## src/rtl/digit_feature_gen.sv

```systemverilog
// rtl/digit_feature_gen.sv - digit class to (edges, curves) feature generator
// Single requests or a 0..9 self-test sweep, presented on a valid/ready stream.
module digit_feature_gen #(
   parameter int unsigned SWEEP_GAP = 2
) (
   input  logic       clk,
   input  logic       rst_n,
   input  logic       in_valid,
   input  logic [3:0] in_digit,
   output logic       in_ready,
   input  logic       sweep_start,
   output logic       out_valid,
   input  logic       out_ready,
   output logic [2:0] out_edges,
   output logic [3:0] out_curves,
   output logic [3:0] out_digit,
   output logic       out_last,
   output logic       err
);

   typedef enum logic [1:0] {
      S_IDLE,
      S_HOLD,
      S_GAP,
      S_SWEEP_HOLD
   } state_t;

   localparam logic [3:0] GAP_LAST = 4'(SWEEP_GAP - 1);

   state_t     r_state;
   logic [3:0] r_sweep_digit;
   logic [3:0] r_gap_cnt;
   logic       r_out_valid;
   logic [2:0] r_out_edges;
   logic [3:0] r_out_curves;
   logic [3:0] r_out_digit;
   logic       r_out_last;
   logic       r_err;

   logic [3:0] w_next_digit;

   // Packed as {edges[2:0], curves[3:0]}; illegal digits never reach the table.
   function automatic logic [6:0] feature(input logic [3:0] d);
      case (d)
         4'd0:    feature = {3'd0, 4'd4};
         4'd1:    feature = {3'd1, 4'd0};
         4'd2:    feature = {3'd1, 4'd1};
         4'd3:    feature = {3'd0, 4'd2};
         4'd4:    feature = {3'd3, 4'd0};
         4'd5:    feature = {3'd2, 4'd1};
         4'd6:    feature = {3'd0, 4'd3};
         4'd7:    feature = {3'd2, 4'd0};
         4'd8:    feature = {3'd0, 4'd6};
         4'd9:    feature = {3'd1, 4'd2};
         default: feature = 7'd0;
      endcase
   endfunction

   assign w_next_digit = r_sweep_digit + 4'd1;

   assign in_ready   = (r_state == S_IDLE);
   assign out_valid  = r_out_valid;
   assign out_edges  = r_out_edges;
   assign out_curves = r_out_curves;
   assign out_digit  = r_out_digit;
   assign out_last   = r_out_last;
   assign err        = r_err;

   always_ff @(posedge clk or negedge rst_n) begin
      if (!rst_n) begin
         r_state       <= S_IDLE;
         r_sweep_digit <= 4'd0;
         r_gap_cnt     <= 4'd0;
         r_out_valid   <= 1'b0;
         r_out_edges   <= 3'd0;
         r_out_curves  <= 4'd0;
         r_out_digit   <= 4'd0;
         r_out_last    <= 1'b0;
         r_err         <= 1'b0;
      end else begin
         r_err <= 1'b0;
         case (r_state)
            S_IDLE: begin
               if (sweep_start) begin
                  r_state                      <= S_SWEEP_HOLD;
                  r_sweep_digit                <= 4'd0;
                  {r_out_edges, r_out_curves}  <= feature(4'd0);
                  r_out_digit                  <= 4'd0;
                  r_out_last                   <= 1'b0;
                  r_out_valid                  <= 1'b1;
               end else if (in_valid) begin
                  if (in_digit <= 4'd9) begin
                     r_state                     <= S_HOLD;
                     {r_out_edges, r_out_curves} <= feature(in_digit);
                     r_out_digit                 <= in_digit;
                     r_out_last                  <= 1'b0;
                     r_out_valid                 <= 1'b1;
                  end else begin
                     r_err <= 1'b1;
                  end
               end
            end
            S_HOLD: begin
               if (out_ready) begin
                  r_out_valid <= 1'b0;
                  r_state     <= S_IDLE;
               end
            end
            S_SWEEP_HOLD: begin
               if (out_ready) begin
                  r_out_valid <= 1'b0;
                  if (r_sweep_digit == 4'd9) begin
                     r_state <= S_IDLE;
                  end else begin
                     r_sweep_digit <= w_next_digit;
                     if (SWEEP_GAP == 0) begin
                        {r_out_edges, r_out_curves} <= feature(w_next_digit);
                        r_out_digit                 <= w_next_digit;
                        r_out_last                  <= (w_next_digit == 4'd9);
                        r_out_valid                 <= 1'b1;
                     end else begin
                        r_gap_cnt <= 4'd0;
                        r_state   <= S_GAP;
                     end
                  end
               end
            end
            S_GAP: begin
               // Data registers keep the previous item until the gap expires.
               if (r_gap_cnt == GAP_LAST) begin
                  r_gap_cnt                   <= 4'd0;
                  r_state                     <= S_SWEEP_HOLD;
                  {r_out_edges, r_out_curves} <= feature(r_sweep_digit);
                  r_out_digit                 <= r_sweep_digit;
                  r_out_last                  <= (r_sweep_digit == 4'd9);
                  r_out_valid                 <= 1'b1;
               end else begin
                  r_gap_cnt <= r_gap_cnt + 4'd1;
               end
            end
            default: r_state <= S_IDLE;
         endcase
      end
   end

endmodule

```

## config.mk

```make
export PLATFORM = sky130hd
export DESIGN_NAME = digit_feature_gen
export DESIGN_NICKNAME = d
export VERILOG_FILES = /design/src/rtl/digit_feature_gen.sv
export SDC_FILE = /design/constraint.sdc
export NUM_CORES = 1
export LEC_CHECK = 0
export CAP_MARGIN = 10
export CORE_UTILIZATION = 30
export CTS_CLUSTER_SIZE = 24
export DETAILED_ROUTE_END_ITERATION = 8
export PLACE_DENSITY = 0.59
export SLEW_MARGIN = 30
export SYNTH_ARGS = -nofsm -noshare
export SYNTH_HDL_FRONTEND = slang
export SYNTH_SLANG_ARGS = --single-unit
```

## constraint.sdc

```tcl
create_clock -name clk -period 2.3 [get_ports clk]
set_input_delay 0.69 -clock clk [delete_from_list [all_inputs] [get_ports clk]]
set_output_delay 0.69 -clock clk [all_outputs]
set_load 0.005 [all_outputs]
```

==> impl_metrics.json, run 1 <==
{
  "status": "complete, no violations",
  "fin_crit_sh": 0.933,
  "fp.dieArea_mm2": 0.00533,
  "clock-sinks": 22,
  "maxCapViolCount": 0,
  "power-per-cell-area_mw_per_mm2": 1000,
  "portBuffers": 21,
  "p_leak_nw": 0.870,
  "grt_pass1_vias": 1176,
  "routed_wl_um": 2950,
  "rsz0062_at_grt": "false",
  "max_freq_ghz": 0.466,
  "hp-class": "reg2reg",
  "maxSlewViolCount": 0,
  "relSlewSlack": 0.656,
  "fin_tns_setup_ns": 0,
  "arrival_ns": 2.29,
  "finalHoldViolations": 0,
  "synth_cell_types": 39,
  "htree_levels": 1,
  "ys.warnings.count": 0,
  "clock_latency_ns": 0.26,
  "wl_per_cell_um": 11.9,
  "clock_path_buffers": 2,
  "synth.area.top_cells": "dfrtp_1, ha_1, mux2_4",
  "drc": 0,
  "synth_top_flop_cell": "dfrtp_1",
  "critPathRequiredTime_ns": 2.44,
  "cts_root_buffer": "clkbuf_8",
  "async_flop_share": 1.00,
  "totalPowerFinal_mw": 1.88,
  "antenna_cells": 0,
  "synth_edf_count": 0,
  "ant_nets": 0,
  "firstDrtPassIters": 4,
  "place_inst": 244,
  "fin_cells": 247,
  "yosysTopAreaCell": "dfrtp_1",
  "cts_tree": "built",
  "dp_hpwl_um": 2320,
  "num_vias": 1161,
  "min_period_ns": 2.15,
  "drt_iter0_drc": 52,
  "antenna_found_initial": 0,
  "worst_slew_pin_slew_ns": 0.516,
  "setup_viol": 0,
  "syn_area_mm2": 0.00151,
  "crit_type": "in2reg",
  "grt_pass1_wl_um": 5180,
  "synth_top_area_frac": 0.364,
  "globalplace.congestion": 0.746,
  "cp_max_fo": 8,
  "cp-end-kind": "register",
  "postCtsSetupBuffers": 0,
  "fin_skew_ns": 0.00803,
  "peakVddDrop_uv": 408,
  "synth_cells": 149,
  "cts_made_buffers": 3,
  "initial_core_util": 0.316,
  "die_height_um": 73.0,
  "grt_start_max_net_pins": 23,
  "cts_hold_buf": 0,
  "yosysSeqAreaShare": 0.364,
  "synth_area_per_cell_um2": 10.1,
  "core-area_mm2": 0.00479,
  "die_x_um": 73.0,
  "grt_util_all_layers": 0.125,
  "ctsResizeCount": 5,
  "area_growth_pct": 23.8,
  "rows": 25,
  "avgViaCountPerCell": 4.70,
  "clk_pin_slew_ns": 0.08,
  "layout-drive-gt1-share": 0.194,
  "grt-ovfl-total": 0,
  "ioPinCount": 24,
  "cp-start-kind": "input port",
  "nNetsFinal": 203,
  "ys_ff_latch": 22
}
[critical path, stage by stage]
cell and delay [ns]:
dlygate4sd2_1 0.23, inv_1 0.06, ha_1 0.19, o21bai_1 0.18, a21boi_1 0.10, o31ai_2 0.28
buf_4 0.24, mux2_4 0.31
[cell usage in the layout (no fill, tap or decap), drive strengths merged, types with 2 or more instances in the layout]
cell type	instances
dfrtp	22
mux2i	8
a22o	2
a21oi	9
nand2b	5
buf	17
nand2	13
o21ai	8
dlygate4sd2	2
o22ai	3
nor4	2
clkbuf	3
mux2	9
or4	2
nand3	5
nor2b	2
nor2	4
nand3b	3
conb	2
o31ai	5
ha	12
and3	2
inv	10
clkdlybuf4s50	19
[synth_stat cells, types with 3 or more instances]
cell type,number
dfrtp_1,22
nand2_1,13
ha_1,12
inv_1,10
a21oi_1,8
mux2i_1,8
o21ai_0,8
mux2_4,7
nand2b_1,5
nand3_1,5
buf_4,4
nor2_1,4
o31ai_1,4
buf_6,3
nand3b_1,3
o22ai_1,3
[sequential cells by signal, indices dropped and copies added, names as in the netlist]
register and cells:
r_gap_cnt 4, out_digit 4, r_sweep_digit 4, out_edges 2
out_curves 3, out_valid 1, out_last 1, r_state 2
err 1
[metal layers]
layer  routed length (um)  GRT usage  up-vias
li1                     -          -      583
met2                 1340      0.211       26
met5                    0          0        -
met4                    7     0.0196        0
met1                 1460      0.161      550
met3                  130     0.0345        2
[report_power, final]
group / switching, mW / total, mW / internal, mW
clock: 0.115 / 0.232 / 0.117
sequential: 0.125 / 0.654 / 0.529
combinational: 0.427 / 0.990 / 0.563
total: 0.667 / 1.88 / 1.21
[layout make-up]
type                            count  area, um^2
Fill cell                         487        2920
Multi-Input combinational cell    107         822
Sequential cell                    22         551
Timing Repair Buffer               38         335
Tap cell                           67        83.8
Clock buffer                        3        41.3
Inverter                           10        37.5
[cells by family (layout without fill, tap and decap cells)]
kind of cell             Yosys count  count (layout)  synth area share
flip-flops                        22              22             0.364
other                              1               2           0.00248
buffers and inverters             21              51            0.0960
AND/OR/NAND/NOR                   41              41             0.145
multiplexers                      17              17             0.137
XOR/XNOR                           1               1           0.00580
adder cells (fa/ha/maj)           12              12            0.0993
AO/OA/AOI/OAI                     34              34             0.150
[worst paths after layout]
check	start	to	slack, ns	cells past startpoint
max reg2reg	r_gap_cnt[1]	out_digit[2]	0.42	7
min	out_valid	out_valid	0.49	2
max	in_digit[0]	out_digit[2]	0.15	8
min in group asynchronous	rst_n	r_sweep_digit[2]	0.77	2
min reg2reg	out_valid	out_valid	0.49	2
max in group asynchronous	rst_n	r_sweep_digit[0]	1.31	2
[metrics by stage]
stage | utilization | hold slack, ns | worst slack [ns] | cell area (um^2)
2_1_floorplan | - | 0.394 | 0.221 | 1520
3_3_place_gp | 0.382 | 0.479 | -0.315 | 1830
3_5_place_dp | 0.382 | 0.481 | -0.346 | 1830
4_1_cts | 0.391 | 0.501 | 0.151 | 1870
5_1_grt | 0.391 | 0.519 | 0.0208 | 1870
6_report | 0.391 | 0.494 | 0.155 | 1870
Power figures use the tool's default switching activity.
==> run 2, diff against run 1 <==
Settings changed: ABC_AREA from default to 0, DONT_BUFFER_PORTS from default to 1, PLACE_DENSITY 0.59 to 0.53, RECOVER_POWER from default to 50.
==> run 2 against run 1 <==
Combinational power is 24% lower; via count shrank 8.4%; critical path depth is 1 lower; final cell count fell by 13%; largest cell class unchanged; largest power group unchanged.
==> impl_metrics.json, run 2 (same netlist as run 1, synthesis figures left out) <==
{
  "layout-drive-gt1-share": 0.143,
  "peakVddDrop_uv": 374,
  "cp-start-kind": "register",
  "routed_wl_um": 3030,
  "totalPowerFinal_mw": 1.74,
  "crit_type": "reg2reg",
  "cp_max_fo": 8,
  "grt_start_max_net_pins": 23,
  "fillers": 495,
  "hp-class": "in2async",
  "cts_hold_buf": 0,
  "multi_input_area_um2": 820,
  "initial_core_util": 0.316,
  "portBuffers": 0,
  "clockPowerShare": 0.161,
  "min_period_ns": 1.89,
  "status": "complete, no violations",
  "globalplace.congestion": 0.836,
  "firstDrtPassIters": 4,
  "nNetsFinal": 169,
  "arrival_ns": 2.05,
  "avgViaCountPerCell": 4.97,
  "htree_levels": 1,
  "drt_iter0_drc": 26,
  "cts_root_buffer": "clkbuf_8",
  "regArea_um2": 551,
  "internal-power_mw": 1.07,
  "setup_viol": 0,
  "fin_skew_ns": 0.00465,
  "die_x_um": 73.0,
  "area_growth_pct": 4.30,
  "grt_util_all_layers": 0.130,
  "core-area_mm2": 0.00479,
  "postCtsSetupBuffers": 0,
  "dp_hpwl_um": 2350,
  "clock_path_buffers": 2,
  "max_freq_ghz": 0.528,
  "wl_per_cell_um": 14.1,
  "swShare": 0.383,
  "power-per-cell-area_mw_per_mm2": 1100,
  "critPathRequiredTime_ns": 2.46,
  "fin_crit_sh": 0.824,
  "fin_tns_setup_ns": 0,
  "ctsResizeCount": 0,
  "maxCapViolCount": 0,
  "maxSlewViolCount": 0,
  "ioPinCount": 24,
  "final_common_cell": "dfrtp_1",
  "pwr-share-seq": 0.407,
  "antenna_found_initial": 0,
  "ant_nets": 0,
  "rsz0062_at_grt": "false",
  "p_leak_nw": 0.736,
  "die_height_um": 73.0,
  "cts_made_buffers": 3,
  "rows": 25,
  "cp-end-kind": "register",
  "final_cell_mix": "dfrtp_1, nand2_1, ha_1, inv_1",
  "power_switching_mw": 0.664,
  "p_comb_frac": 0.431,
  "finalHoldViolations": 0,
  "num_vias": 1063,
  "clock_latency_ns": 0.26,
  "antenna_cells": 0,
  "grt_pass1_wl_um": 5350,
  "clk_pin_slew_ns": 0.08,
  "clock-sinks": 22,
  "drc": 0,
  "fp.dieArea_mm2": 0.00533,
  "fin_hold_ws_ns": 0.108,
  "grt_pass1_vias": 1098,
  "cts_tree": "built",
  "grt-ovfl-total": 0
}
==> run 2: layout make-up <==
cell class,instances,area share
Sequential cell,22,0.349
Clock buffer,4,0.0349
Tap cell,67,0.0532
Inverter,10,0.0238
Timing Repair Buffer,4,0.0190
Multi-Input combinational cell,107,0.520
==> run 2: critical path, stage by stage, from the launching register on <==
cell and delay, ns:
dfrtp_1 0.42, inv_1 0.07, ha_1 0.15, or3b_4 0.41
a21oi_2 0.16, o31ai_2 0.10, buf_4 0.19, mux2_4 0.30
==> run 2: power by group through the flow <==
stage	combinational [mW]	clock [mW]	sequential [mW]
after floorplan	0.702	0	0.630
after global placement	0.730	0	0.711
after detailed placement	0.753	0	0.719
after CTS	0.758	0.291	0.712
after global routing	0.844	0.314	0.737
final	0.749	0.280	0.708
==> run 2: final timing paths <==
kind | start | end | slack, ns | cells after the start
worst min-delay path | rst_n | r_state[1] | 0.11 | 0
worst max register to register | r_gap_cnt[1] | out_digit[1] | 0.41 | 7
worst max-delay path | r_gap_cnt[1] | out_digit[1] | 0.41 | 7
max in group asynchronous | rst_n | out_valid | 2.12 | 0
min in group clk | out_ready | r_state[0] | 0.53 | 1
worst min register to register | out_last | out_last | 0.53 | 1
==> run 2: per-stage QoR <==
step	setup WS (ns)	instance area [um^2]	cells	utilization
final	0.405	1580	214	0.329
after global routing	0.308	1580	214	0.329
after CTS	0.397	1580	214	0.329
after detailed placement	0.130	1520	210	0.318
after global placement	0.162	1520	210	0.318
after floorplan	0.221	1520	150	-
==> run 2: routing by layer <==
metal,vias up,GRT usage,share of wire
li1,517,-,-
met1,512,0.169,0.45
met2,28,0.212,0.47
met3,6,0.0262,0.056
met4,0,0.0523,0.018
met5,-,0,0
==> run 3, diff against run 2 <==
Settings changed: PLACE_DENSITY 0.53 to 0.54.
Clock period 2.3 ns to 1.5 ns, I/O delays scaled along.
==> run 3 against run 2 <==
The run now ends with negative setup slack left; utilization rose by 7.8 points; die area unchanged; fmax up 2.3%; largest cell class unchanged.
==> impl_metrics.json, run 3 (same netlist as run 1, synthesis figures left out) <==
{
  "power_switching_mw": 1.22,
  "swShare": 0.376,
  "r2r_cells": 6,
  "ant_nets": 0,
  "initial_core_util": 0.316,
  "routed_wl_um": 3510,
  "maxCapViolCount": 0,
  "die_x_um": 73.0,
  "htree_levels": 1,
  "nNetsFinal": 200,
  "rows": 25,
  "setup_viol": 13,
  "grt-ovfl-total": 0,
  "num_vias": 1217,
  "internal-power_mw": 2.03,
  "status": "complete, but fails checks",
  "setup_ws_ns": -0.352,
  "grt_pass1_wl_um": 5390,
  "max_freq_ghz": 0.540,
  "clock_latency_ns": 0.27,
  "stdcell_area_mm2": 0.00195,
  "min_period_ns": 1.85,
  "fp.dieArea_mm2": 0.00533,
  "cts_root_buffer": "clkbuf_8",
  "clk_pin_slew_ns": 0.09,
  "core-area_mm2": 0.00479,
  "die_height_um": 73.0,
  "ioPinCount": 24,
  "dp_hpwl_um": 2560,
  "violations": "negative setup slack",
  "met2_usage": 0.215,
  "hp-class": "in2reg",
  "grt_start_max_net_pins": 23,
  "drc": 0,
  "peakVddDrop_uv": 596,
  "cp-end-kind": "register",
  "cts_tree": "built",
  "antenna_cells": 0,
  "drt_iter0_drc": 43,
  "grt_util_met1": 0.168,
  "worst_slew_pin_slew_ns": 1.21,
  "fin_tns_setup_ns": -3.44,
  "grt_util_all_layers": 0.134,
  "power-per-cell-area_mw_per_mm2": 1670,
  "avgViaCountPerCell": 4.97,
  "multi_input_area_um2": 940,
  "maxSlewViolCount": 0,
  "gr-usage-met3": 0.0262,
  "crit_type": "reg2reg",
  "pwr-share-seq": 0.312,
  "relSlewSlack": 0.194,
  "p_comb_frac": 0.554,
  "clock_path_buffers": 2,
  "fin_crit_sh": 1.23,
  "arrival_ns": 2.00,
  "globalplace.congestion": 0.814,
  "p_leak_nw": 0.902,
  "clockPowerShare": 0.133,
  "cp_max_fo": 6,
  "grt_busiest_layer": "met2",
  "fillers": 462,
  "final_common_cell": "buf_4",
  "holdPathStages": 1,
  "firstDrtPassIters": 4,
  "portBuffers": 0,
  "cp-start-kind": "register",
  "placed_cell_area_mm2": 0.00176,
  "critPathRequiredTime_ns": 1.65,
  "finalHoldViolations": 0,
  "antenna_found_initial": 0,
  "area_growth_pct": 28.9,
  "rsz0062_at_grt": "true",
  "fin_skew_ns": 0.00890,
  "final_cell_mix": "buf_4, dfrtp_1, nand2_1, ha_1",
  "clock-sinks": 22,
  "layout-drive-gt1-share": 0.382,
  "totalPowerFinal_mw": 3.25,
  "fin_hold_ws_ns": 0.262,
  "cts_made_buffers": 3,
  "grt_pass1_vias": 1184,
  "wl_per_cell_um": 14.3,
  "regArea_um2": 553
}
==> run 3: repair_timing <==
item                                    4_1_cts  5_1_grt
pin swaps                                     0        6
hold endpoints to repair                     22        0
resized for setup                             6       14
cloned                                        1        0
endpoints found under the setup margin       17       18
buffers inserted                              2        4
hold buffers                                  1        0
==> run 3: power groups by stage <==
stage	registers [mW]	clock network (mW)	logic, mW
floorplan	0.966	0	1.11
global placement	1.01	0	1.55
detailed placement	1.02	0	1.58
CTS	1.01	0.443	1.68
global route	1.04	0.475	1.95
finish	1.01	0.433	1.80
==> run 3: per-stage QoR <==
step | cells | util | setup slack [ns]
floorplan | 150 | - | -0.262
detailed placement | 234 | 0.368 | -0.595
global placement | 234 | 0.368 | -0.569
finish | 245 | 0.407 | -0.352
CTS | 242 | 0.392 | -0.331
global route | 245 | 0.407 | -0.443
==> run 3: worst paths after layout <==
check | slack [ns] | endpoint | from
hold reg to reg | 0.54 | out_valid | out_valid
setup reg to reg | -0.35 | out_digit[1] | r_gap_cnt[1]
min in group asynchronous | 0.41 | r_gap_cnt[0] | rst_n
max in group asynchronous | 0.30 | r_sweep_digit[2] | rst_n
hold / removal | 0.26 | r_state[0] | out_ready
setup / recovery | -0.35 | out_digit[1] | r_gap_cnt[1]
==> run 3: final cells by class <==
class / instances / share of cell area
well taps: 67 / 0.0430
flip-flops and latches: 22 / 0.284
inverters: 10 / 0.0295
multi-input cells: 108 / 0.482
clock buffers: 4 / 0.0283
repair buffers: 34 / 0.133
==> run 3: per-layer routing <==
layer,vias to the layer above,share of wire
met2,29,0.49
met4,0,0.032
met5,-,0
met3,11,0.039
met1,594,0.44
li1,583,-
==> run 3: critical path, stage by stage, from the launching register on <==
cell	delay, ns
dfrtp_1	0.39
inv_1	0.06
ha_1	0.15
or3b_4	0.41
a21oi_4	0.22
o31ai_4	0.17
mux2_4	0.33
